**config.mk**
```make
export PLATFORM = sky130hd
export DESIGN_NAME = instr_encoder_flat
export DESIGN_NICKNAME = d
export VERILOG_FILES = /design/src/rtl/rv32_pkg.sv /design/src/rtl/instr_encoder_if.sv /design/src/rtl/instr_pack.sv /design/src/rtl/instr_encoder.sv /design/src/flat_wrapper.sv
export SDC_FILE = /design/constraint.sdc
export NUM_CORES = 1
export LEC_CHECK = 0
export ABC_AREA = 0
export BUFFER_PORTS_ARGS = -buffer_cell sky130_fd_sc_hd__buf_2
export CORE_MARGIN = 2
export CORE_UTILIZATION = 52
export CTS_CLUSTER_DIAMETER = 200
export DETAILED_ROUTE_END_ITERATION = 8
export GPL_ROUTABILITY_DRIVEN = 0
export GPL_TIMING_DRIVEN = 0
export PLACE_DENSITY_LB_ADDON = 0.05
export REMOVE_ABC_BUFFERS = 1
export SETUP_SLACK_MARGIN = 0.5
export SYNTH_ARGS = -nofsm -noshare
export SYNTH_HDL_FRONTEND = slang
export SYNTH_HIERARCHICAL = 1
export SYNTH_SLANG_ARGS = --single-unit
```
**constraint.sdc**
```tcl
create_clock -name clk -period 2.5 [get_ports clk]
set_input_delay 0 -clock clk [delete_from_list [all_inputs] [get_ports clk]]
set_output_delay 0 -clock clk [all_outputs]
set_load 0.05 [all_outputs]
```
**src/rtl/rv32_pkg.sv**
```systemverilog
// Shared RV32I encoding constants and immediate range limits for the instruction encoder.
package rv32_pkg;

   localparam logic [6:0] OP_IMM    = 7'b0010011;
   localparam logic [6:0] OP_LOAD   = 7'b0000011;
   localparam logic [6:0] OP_STORE  = 7'b0100011;
   localparam logic [6:0] OP_BRANCH = 7'b1100011;
   localparam logic [6:0] OP_R      = 7'b0110011;

   localparam int IMM12_MIN = -2048;
   localparam int IMM12_MAX = 2047;
   // Branch offsets are 13-bit signed and even.
   localparam int IMM13_MIN = -4096;
   localparam int IMM13_MAX = 4094;

   typedef enum logic {StEmpty, StFull} enc_state_e;

endpackage

```
**src/rtl/instr_encoder_if.sv**
```systemverilog
// Field-bundle input handshake plus IMEM write port of the instruction encoder.
interface instr_encoder_if #(
   parameter int unsigned ADDR_W = 10
);
   logic              in_valid;
   logic              in_ready;
   logic [6:0]        opcode;
   logic [4:0]        rd;
   logic [4:0]        rs1;
   logic [4:0]        rs2;
   logic [2:0]        funct3;
   logic [6:0]        funct7;
   logic [31:0]       imm;
   logic              imem_we;
   logic              imem_ready;
   logic [ADDR_W-1:0] imem_addr;
   logic [31:0]       imem_wdata;

   modport slave (
      input  in_valid, opcode, rd, rs1, rs2, funct3, funct7, imm, imem_ready,
      output in_ready, imem_we, imem_addr, imem_wdata
   );

   modport master (
      output in_valid, opcode, rd, rs1, rs2, funct3, funct7, imm, imem_ready,
      input  in_ready, imem_we, imem_addr, imem_wdata
   );
endinterface

```
**src/rtl/instr_pack.sv**
```systemverilog
// Combinational RV32I field packer: builds the instruction word and flags illegal bundles.
module instr_pack
   import rv32_pkg::*;
(
   input  logic [6:0]  opcode,
   input  logic [4:0]  rd,
   input  logic [4:0]  rs1,
   input  logic [4:0]  rs2,
   input  logic [2:0]  funct3,
   input  logic [6:0]  funct7,
   input  logic [31:0] imm,
   output logic [31:0] word,
   output logic        legal,
   output logic        bad_range,
   output logic        bad_opcode
);
   logic signed [31:0] simm;

   assign simm  = $signed(imm);
   assign legal = ~bad_range & ~bad_opcode;

   always_comb begin
      word       = '0;
      bad_range  = 1'b0;
      bad_opcode = 1'b0;
      unique case (opcode)
         OP_IMM, OP_LOAD: begin
            word      = {imm[11:0], rs1, funct3, rd, opcode};
            bad_range = (simm < IMM12_MIN) || (simm > IMM12_MAX);
         end
         OP_STORE: begin
            word      = {imm[11:5], rs2, rs1, funct3, imm[4:0], opcode};
            bad_range = (simm < IMM12_MIN) || (simm > IMM12_MAX);
         end
         OP_BRANCH: begin
            word      = {imm[12], imm[10:5], rs2, rs1, funct3, imm[4:1], imm[11], opcode};
            bad_range = (simm < IMM13_MIN) || (simm > IMM13_MAX) || imm[0];
         end
         OP_R: begin
            word = {funct7, rs2, rs1, funct3, rd, opcode};
         end
         default: begin
            bad_opcode = 1'b1;
         end
      endcase
   end
endmodule

```
**src/rtl/instr_encoder.sv**
```systemverilog
// Streams packed RV32I instructions into IMEM through a single-entry output register.
module instr_encoder
   import rv32_pkg::*;
#(
   parameter int unsigned ADDR_W    = 10,
   parameter int unsigned BASE_ADDR = 0
) (
   input  logic                  clk,
   input  logic                  rst_n,
   input  logic                  clear,
   instr_encoder_if.slave        bus,
   output logic                  err_range,
   output logic                  err_opcode,
   output logic [15:0]           words_wr
);
   localparam logic [ADDR_W-1:0] BaseAddr = ADDR_W'(BASE_ADDR);

   enc_state_e        state_q, state_d;
   logic [31:0]       word_q, word_d;
   logic [ADDR_W-1:0] addr_q, addr_d;
   logic              err_range_q, err_range_d;
   logic              err_opcode_q, err_opcode_d;
   logic [15:0]       words_q, words_d;

   logic [31:0] pack_word;
   logic        pack_legal, pack_bad_range, pack_bad_opcode;
   logic        accept, complete;

   instr_pack u_pack (
      .opcode     (bus.opcode),
      .rd         (bus.rd),
      .rs1        (bus.rs1),
      .rs2        (bus.rs2),
      .funct3     (bus.funct3),
      .funct7     (bus.funct7),
      .imm        (bus.imm),
      .word       (pack_word),
      .legal      (pack_legal),
      .bad_range  (pack_bad_range),
      .bad_opcode (pack_bad_opcode)
   );

   // Ready depends only on registered state and imem_ready, never on in_valid.
   assign bus.in_ready   = (state_q == StEmpty) | bus.imem_ready;
   assign bus.imem_we    = (state_q == StFull);
   assign bus.imem_addr  = addr_q;
   assign bus.imem_wdata = word_q;
   assign err_range      = err_range_q;
   assign err_opcode     = err_opcode_q;
   assign words_wr       = words_q;

   assign accept   = bus.in_valid & bus.in_ready;
   assign complete = (state_q == StFull) & bus.imem_ready;

   always_comb begin
      state_d      = state_q;
      word_d       = word_q;
      addr_d       = addr_q;
      err_range_d  = err_range_q;
      err_opcode_d = err_opcode_q;
      words_d      = words_q;
      if (clear) begin
         state_d      = StEmpty;
         word_d       = '0;
         addr_d       = BaseAddr;
         err_range_d  = 1'b0;
         err_opcode_d = 1'b0;
      end else begin
         if (complete) begin
            addr_d  = addr_q + ADDR_W'(4);
            state_d = StEmpty;
            if (words_q != 16'hFFFF) begin
               words_d = words_q + 16'd1;
            end
         end
         // A new word loaded during completion keeps the register full without a bubble.
         if (accept && pack_legal) begin
            state_d = StFull;
            word_d  = pack_word;
         end
         if (accept && pack_bad_range) begin
            err_range_d = 1'b1;
         end
         if (accept && pack_bad_opcode) begin
            err_opcode_d = 1'b1;
         end
      end
   end

   always_ff @(posedge clk or negedge rst_n) begin
      if (!rst_n) begin
         state_q      <= StEmpty;
         word_q       <= '0;
         addr_q       <= BaseAddr;
         err_range_q  <= 1'b0;
         err_opcode_q <= 1'b0;
         words_q      <= '0;
      end else begin
         state_q      <= state_d;
         word_q       <= word_d;
         addr_q       <= addr_d;
         err_range_q  <= err_range_d;
         err_opcode_q <= err_opcode_d;
         words_q      <= words_d;
      end
   end
endmodule

```
**src/flat_wrapper.sv**
```systemverilog
// flat-port wrapper written by rule: the top's interface ports become plain ports
module instr_encoder_flat import rv32_pkg::*;
#(
   parameter int unsigned ADDR_W    = 10,
   parameter int unsigned BASE_ADDR = 0
)
  (clk, rst_n, clear, err_range, err_opcode, words_wr, bus_in_valid, bus_opcode, bus_rd, bus_rs1, bus_rs2, bus_funct3, bus_funct7, bus_imm, bus_imem_ready, bus_in_ready, bus_imem_we, bus_imem_addr, bus_imem_wdata);
  instr_encoder_if #(.ADDR_W(ADDR_W)) bus_i ();
  input  logic clk;
  input  logic rst_n;
  input  logic clear;
  output logic err_range;
  output logic err_opcode;
  output logic [15:0] words_wr;
  input wire logic [$bits(bus_i.in_valid)-1:0] bus_in_valid;
  input wire logic [$bits(bus_i.opcode)-1:0] bus_opcode;
  input wire logic [$bits(bus_i.rd)-1:0] bus_rd;
  input wire logic [$bits(bus_i.rs1)-1:0] bus_rs1;
  input wire logic [$bits(bus_i.rs2)-1:0] bus_rs2;
  input wire logic [$bits(bus_i.funct3)-1:0] bus_funct3;
  input wire logic [$bits(bus_i.funct7)-1:0] bus_funct7;
  input wire logic [$bits(bus_i.imm)-1:0] bus_imm;
  input wire logic [$bits(bus_i.imem_ready)-1:0] bus_imem_ready;
  output wire logic [$bits(bus_i.in_ready)-1:0] bus_in_ready;
  output wire logic [$bits(bus_i.imem_we)-1:0] bus_imem_we;
  output wire logic [$bits(bus_i.imem_addr)-1:0] bus_imem_addr;
  output wire logic [$bits(bus_i.imem_wdata)-1:0] bus_imem_wdata;
  assign bus_i.in_valid = bus_in_valid;
  assign bus_i.opcode = bus_opcode;
  assign bus_i.rd = bus_rd;
  assign bus_i.rs1 = bus_rs1;
  assign bus_i.rs2 = bus_rs2;
  assign bus_i.funct3 = bus_funct3;
  assign bus_i.funct7 = bus_funct7;
  assign bus_i.imm = bus_imm;
  assign bus_i.imem_ready = bus_imem_ready;
  assign bus_in_ready = bus_i.in_ready;
  assign bus_imem_we = bus_i.imem_we;
  assign bus_imem_addr = bus_i.imem_addr;
  assign bus_imem_wdata = bus_i.imem_wdata;
  instr_encoder #(.ADDR_W(ADDR_W), .BASE_ADDR(BASE_ADDR)) u_core (.clk(clk), .rst_n(rst_n), .clear(clear), .bus(bus_i), .err_range(err_range), .err_opcode(err_opcode), .words_wr(words_wr));
endmodule
```
==> run_results.csv <==
group,metric,value,unit
logic_synthesis,postSynth.topFlopCell,"sky130_fd_sc_hd__dfrtp_1",
clocking,clk_root_buffer_cell,"sky130_fd_sc_hd__clkbuf_8",
worst_hold_path,hold_start,"bus_rs1[1]",
finish,finish.net_count,532,
logic_synthesis,count_of_unique_library_cells_instantiated_by_yosys,46,
sta,worst_slew_pin_slew,874,ps
route,vias,2918,
sta,timing_hold_violations_final,0,
logic_synthesis,post_synthesis_cell_area,3140,um2
route,detail_route.drc_violations,0,
global_route,pin_count_of_the_biggest_net_entering_global_routing,60,
clocking,cts_tree,"built",
clocking,clk_path_buf_depth,2,
worst_hold_path,worst_min_path_class,"primary input to flop",
global_route,groute.usage.overall,0.241,
power_and_ir_drop,cell_leakage_power,2.11,nW
placed_design,post-dp-hpwl,5570,um
die,placeableCoreArea,5890,um2
critical_path,crit-reg2reg-capture,"u_core/words_wr[14]$_DFFE_PN0P_",
logic_synthesis,post_synthesis_average_cell_area,9.32,um2
route,avgRoutedWirePerCell,14.2,um
critical_path,worst-r2r-cell-count,5,
sta,slew_viols_final,0,
critical_path,cp-endpoint,"u_core/bus.imem_wdata[19]$_DFFE_PN0P_",
sta,hold-worst-slack,22.4,ps
clocking,tritoncts_num_sinks,59,
logic_synthesis,synth_enable_flop_cells,0,
clocking,clock_latency,320,ps
sta,final.period_utilization,0.705,
route,drt-initial-drc-count,157,
clocking,clk_pin_slew,70,ps
outcome,outcome,"complete, no violations",
sta,finalSetupViolations,0,
critical_path,class_of_the_most_critical_setup_path,"primary input to flop",
sta,timing.fmax,0.568,GHz
sta,fin_skew,4.34,ps
clocking,cts_buffers,9,
critical_path,end_kind,"flop",
critical_path,critPathRequiredTime,2750,ps
critical_path,critical_path_peak_fanout,32,
critical_path,worstReg2RegStart,"u_core/words_wr[0]$_DFFE_PN0P_",
finish,stdcell_count,541,
die,fp.dieW,81.7,um
critical_path,startpoint,"bus_opcode[2]",
die,floorplan.die_area,6680,um2
die,pin_count,131,
route,post_drt_via_cell_ratio,5.39,
critical_path,rrSetupSlack,770,ps
global_route,grt_pass1_wl,12200,um
logic_synthesis,yosys_synthesis_warning_count,6,
sta,slew_headroom,0.417,
logic_synthesis,synth_cells,337,
critical_path,critPathArrivalTime,2010,ps
critical_path,setup.worst_path.start_class,"primary input",
route,drt-pass1-iter-count,4,
global_route,global_route.overflow_total,0,
global_route,via_count_of_the_first_global_routing_pass,2657,
logic_synthesis,synth-async-reset-ratio,1.00,
power_and_ir_drop,ir_worst_vdd,0.273,mV
job,cap_viol_max_count,0,
sta,min_period,1760,ps
logic_synthesis,synth_sequential_area_ratio,0.470,
die,dieHeight,81.7,um
sta,rsz0062_at_grt,"false",
logic_synthesis,synth_seq_cells,59,
finish,area_growth_syn_to_layout,27.6,%
finish,proportion_of_layout_cells_with_a_drive_suffix_above_1,0.339,
route,route.antenna.remaining_nets,0,
clocking,clock_tree.htree_level_count,3,
power_and_ir_drop,cell_area_power_density,497,nW/um2
die,initial_utilization,0.534,
die,fp-row-count,28,
placed_design,place_inst,523,
placed_design,port-buffer-count,128,
finish,antenna-diode-count,0,
route,route.final.wire_length,7710,um
global_route,antenna_found_initial,0,
-- cells in the mapped netlist, types with 4 or more instances --
cell,number,area [um2]
sky130_fd_sc_hd__and2_1,12,75.1
sky130_fd_sc_hd__a22o_1,15,131
sky130_fd_sc_hd__dfrtp_1,59,1480
sky130_fd_sc_hd__a21oi_1,36,180
sky130_fd_sc_hd__buf_2,8,40.0
sky130_fd_sc_hd__buf_4,5,37.5
sky130_fd_sc_hd__nor4_1,7,43.8
sky130_fd_sc_hd__clkbuf_1,5,18.8
sky130_fd_sc_hd__nor2_1,18,67.6
sky130_fd_sc_hd__xor2_1,17,149
sky130_fd_sc_hd__xnor2_1,4,35.0
sky130_fd_sc_hd__nand2_1,80,300
sky130_fd_sc_hd__and3_1,6,37.5
sky130_fd_sc_hd__nand4_1,13,81.3
sky130_fd_sc_hd__nor3_1,6,30.0
sky130_fd_sc_hd__nand3_1,7,35.0
-- layer usage --
layer	vias to the layer above	share of wire	track usage
met3	10	0.084	0.0835
met2	113	0.50	0.408
met1	1373	0.40	0.280
met5	-	0	0
met4	0	0.014	0.0933
li1	1422	-	-
-- metrics by stage --
stage | TNS (ps) | utilization | worst slack (ps) | cell area, um2 | total power [W]
3_5_place_dp | -6250 | 0.641 | -216 | 3770 | 0.00115
4_1_cts | 0 | 0.677 | 552 | 3990 | 0.00201
2_1_floorplan | 0 | - | 241 | 3040 | 0.00105
5_1_grt | 0 | 0.681 | 575 | 4010 | 0.00208
3_3_place_gp | -6140 | 0.641 | -199 | 3770 | 0.00115
6_report | 0 | 0.681 | 738 | 4010 | 0.00199
-- registers in the layout (all words and copies together) (netlist names) --
name / count
u_core/err_opcode: 1
u_core/bus.imem_wdata: 32
u_core/err_range: 1
u_core/words_wr: 16
u_core/bus.imem_we: 1
u_core/bus.imem_addr: 8
-- area by class of cell --
class | count | area, um2
fillers | 516 | 1880
flip-flops and latches | 59 | 1480
well taps | 75 | 93.8
clock inverters | 5 | 52.6
inverters | 2 | 7.51
repair buffers | 130 | 663
multi-input cells | 259 | 1570
clock buffers | 11 | 141
-- power by group --
part           total (W)  internal [W]  switching [W]  leakage [nW]
clock network   0.000853      0.000482       0.000371        0.0991
logic           0.000170     0.0000630       0.000107          1.19
registers       0.000968      0.000961     0.00000790         0.822
-- timing repair --
action,in CTS,in global routing
hold buffers,1,1
cloned,0,0
hold endpoints to repair,2,59
setup buffers,0,0
setup endpoints to repair,33,33
gates resized for setup,2,2
-- placed cells by master (no fill, tap or decap), types with 3 or more instances in the layout --
cell type / n
sky130_fd_sc_hd__a22o_1: 15
sky130_fd_sc_hd__clkbuf_8: 10
sky130_fd_sc_hd__and2_1: 12
sky130_fd_sc_hd__nand3_1: 6
sky130_fd_sc_hd__xor2_1: 17
sky130_fd_sc_hd__clkinv_2: 3
sky130_fd_sc_hd__and3_1: 5
sky130_fd_sc_hd__buf_2: 127
sky130_fd_sc_hd__nor2_1: 18
sky130_fd_sc_hd__nor4_1: 7
sky130_fd_sc_hd__nand4_1: 13
sky130_fd_sc_hd__dfrtp_1: 59
sky130_fd_sc_hd__xnor2_1: 4
sky130_fd_sc_hd__nor3_1: 6
sky130_fd_sc_hd__nand2_1: 80
sky130_fd_sc_hd__conb_1: 4
sky130_fd_sc_hd__a21oi_1: 36
-- logic make-up (layout without fill, tap and decap cells) --
| group | count (synthesis) | in the layout | synth area share |
|---|---|---|---|
| and+or+nand+nor | 170 | 170 | 0.296 |
| AOI/OAI and AO/OA | 60 | 60 | 0.120 |
| DFF | 59 | 59 | 0.470 |
| xor gates and xnor gates | 21 | 21 | 0.0586 |
| buffers and inverters | 21 | 148 | 0.0367 |
| adders and majority gates | 2 | 2 | 0.00797 |
| other | 2 | 4 | 0.00239 |
| muxes | 2 | 2 | 0.00797 |
-- worst max-delay path: stages --
cell,delay [ps]
sky130_fd_sc_hd__buf_2,100
sky130_fd_sc_hd__nand4bb_4,240
sky130_fd_sc_hd__nor2_1,290
sky130_fd_sc_hd__nor2_1,130
sky130_fd_sc_hd__inv_1,260
sky130_fd_sc_hd__and3_1,280
sky130_fd_sc_hd__and3_4,440
sky130_fd_sc_hd__nand2_1,120
sky130_fd_sc_hd__a21oi_1,140
-- worst min-delay path by stage --
stage	endpoint	slack [ps]	cells past startpoint
global placement	u_core/err_opcode$_DFFE_PN0P_	290	3
CTS	u_core/bus.imem_addr[9]$_DFFE_PN0P_	0.4	1
global route	u_core/bus.imem_wdata[15]$_DFFE_PN0P_	20	4
floorplan	u_core/bus.imem_addr[2]$_DFFE_PN0P_	-300	0
detailed placement	u_core/err_range$_DFFE_PN0P_	310	3
finish	u_core/bus.imem_wdata[16]$_DFFE_PN0P_	20	4
Power figures use the tool's default switching activity.
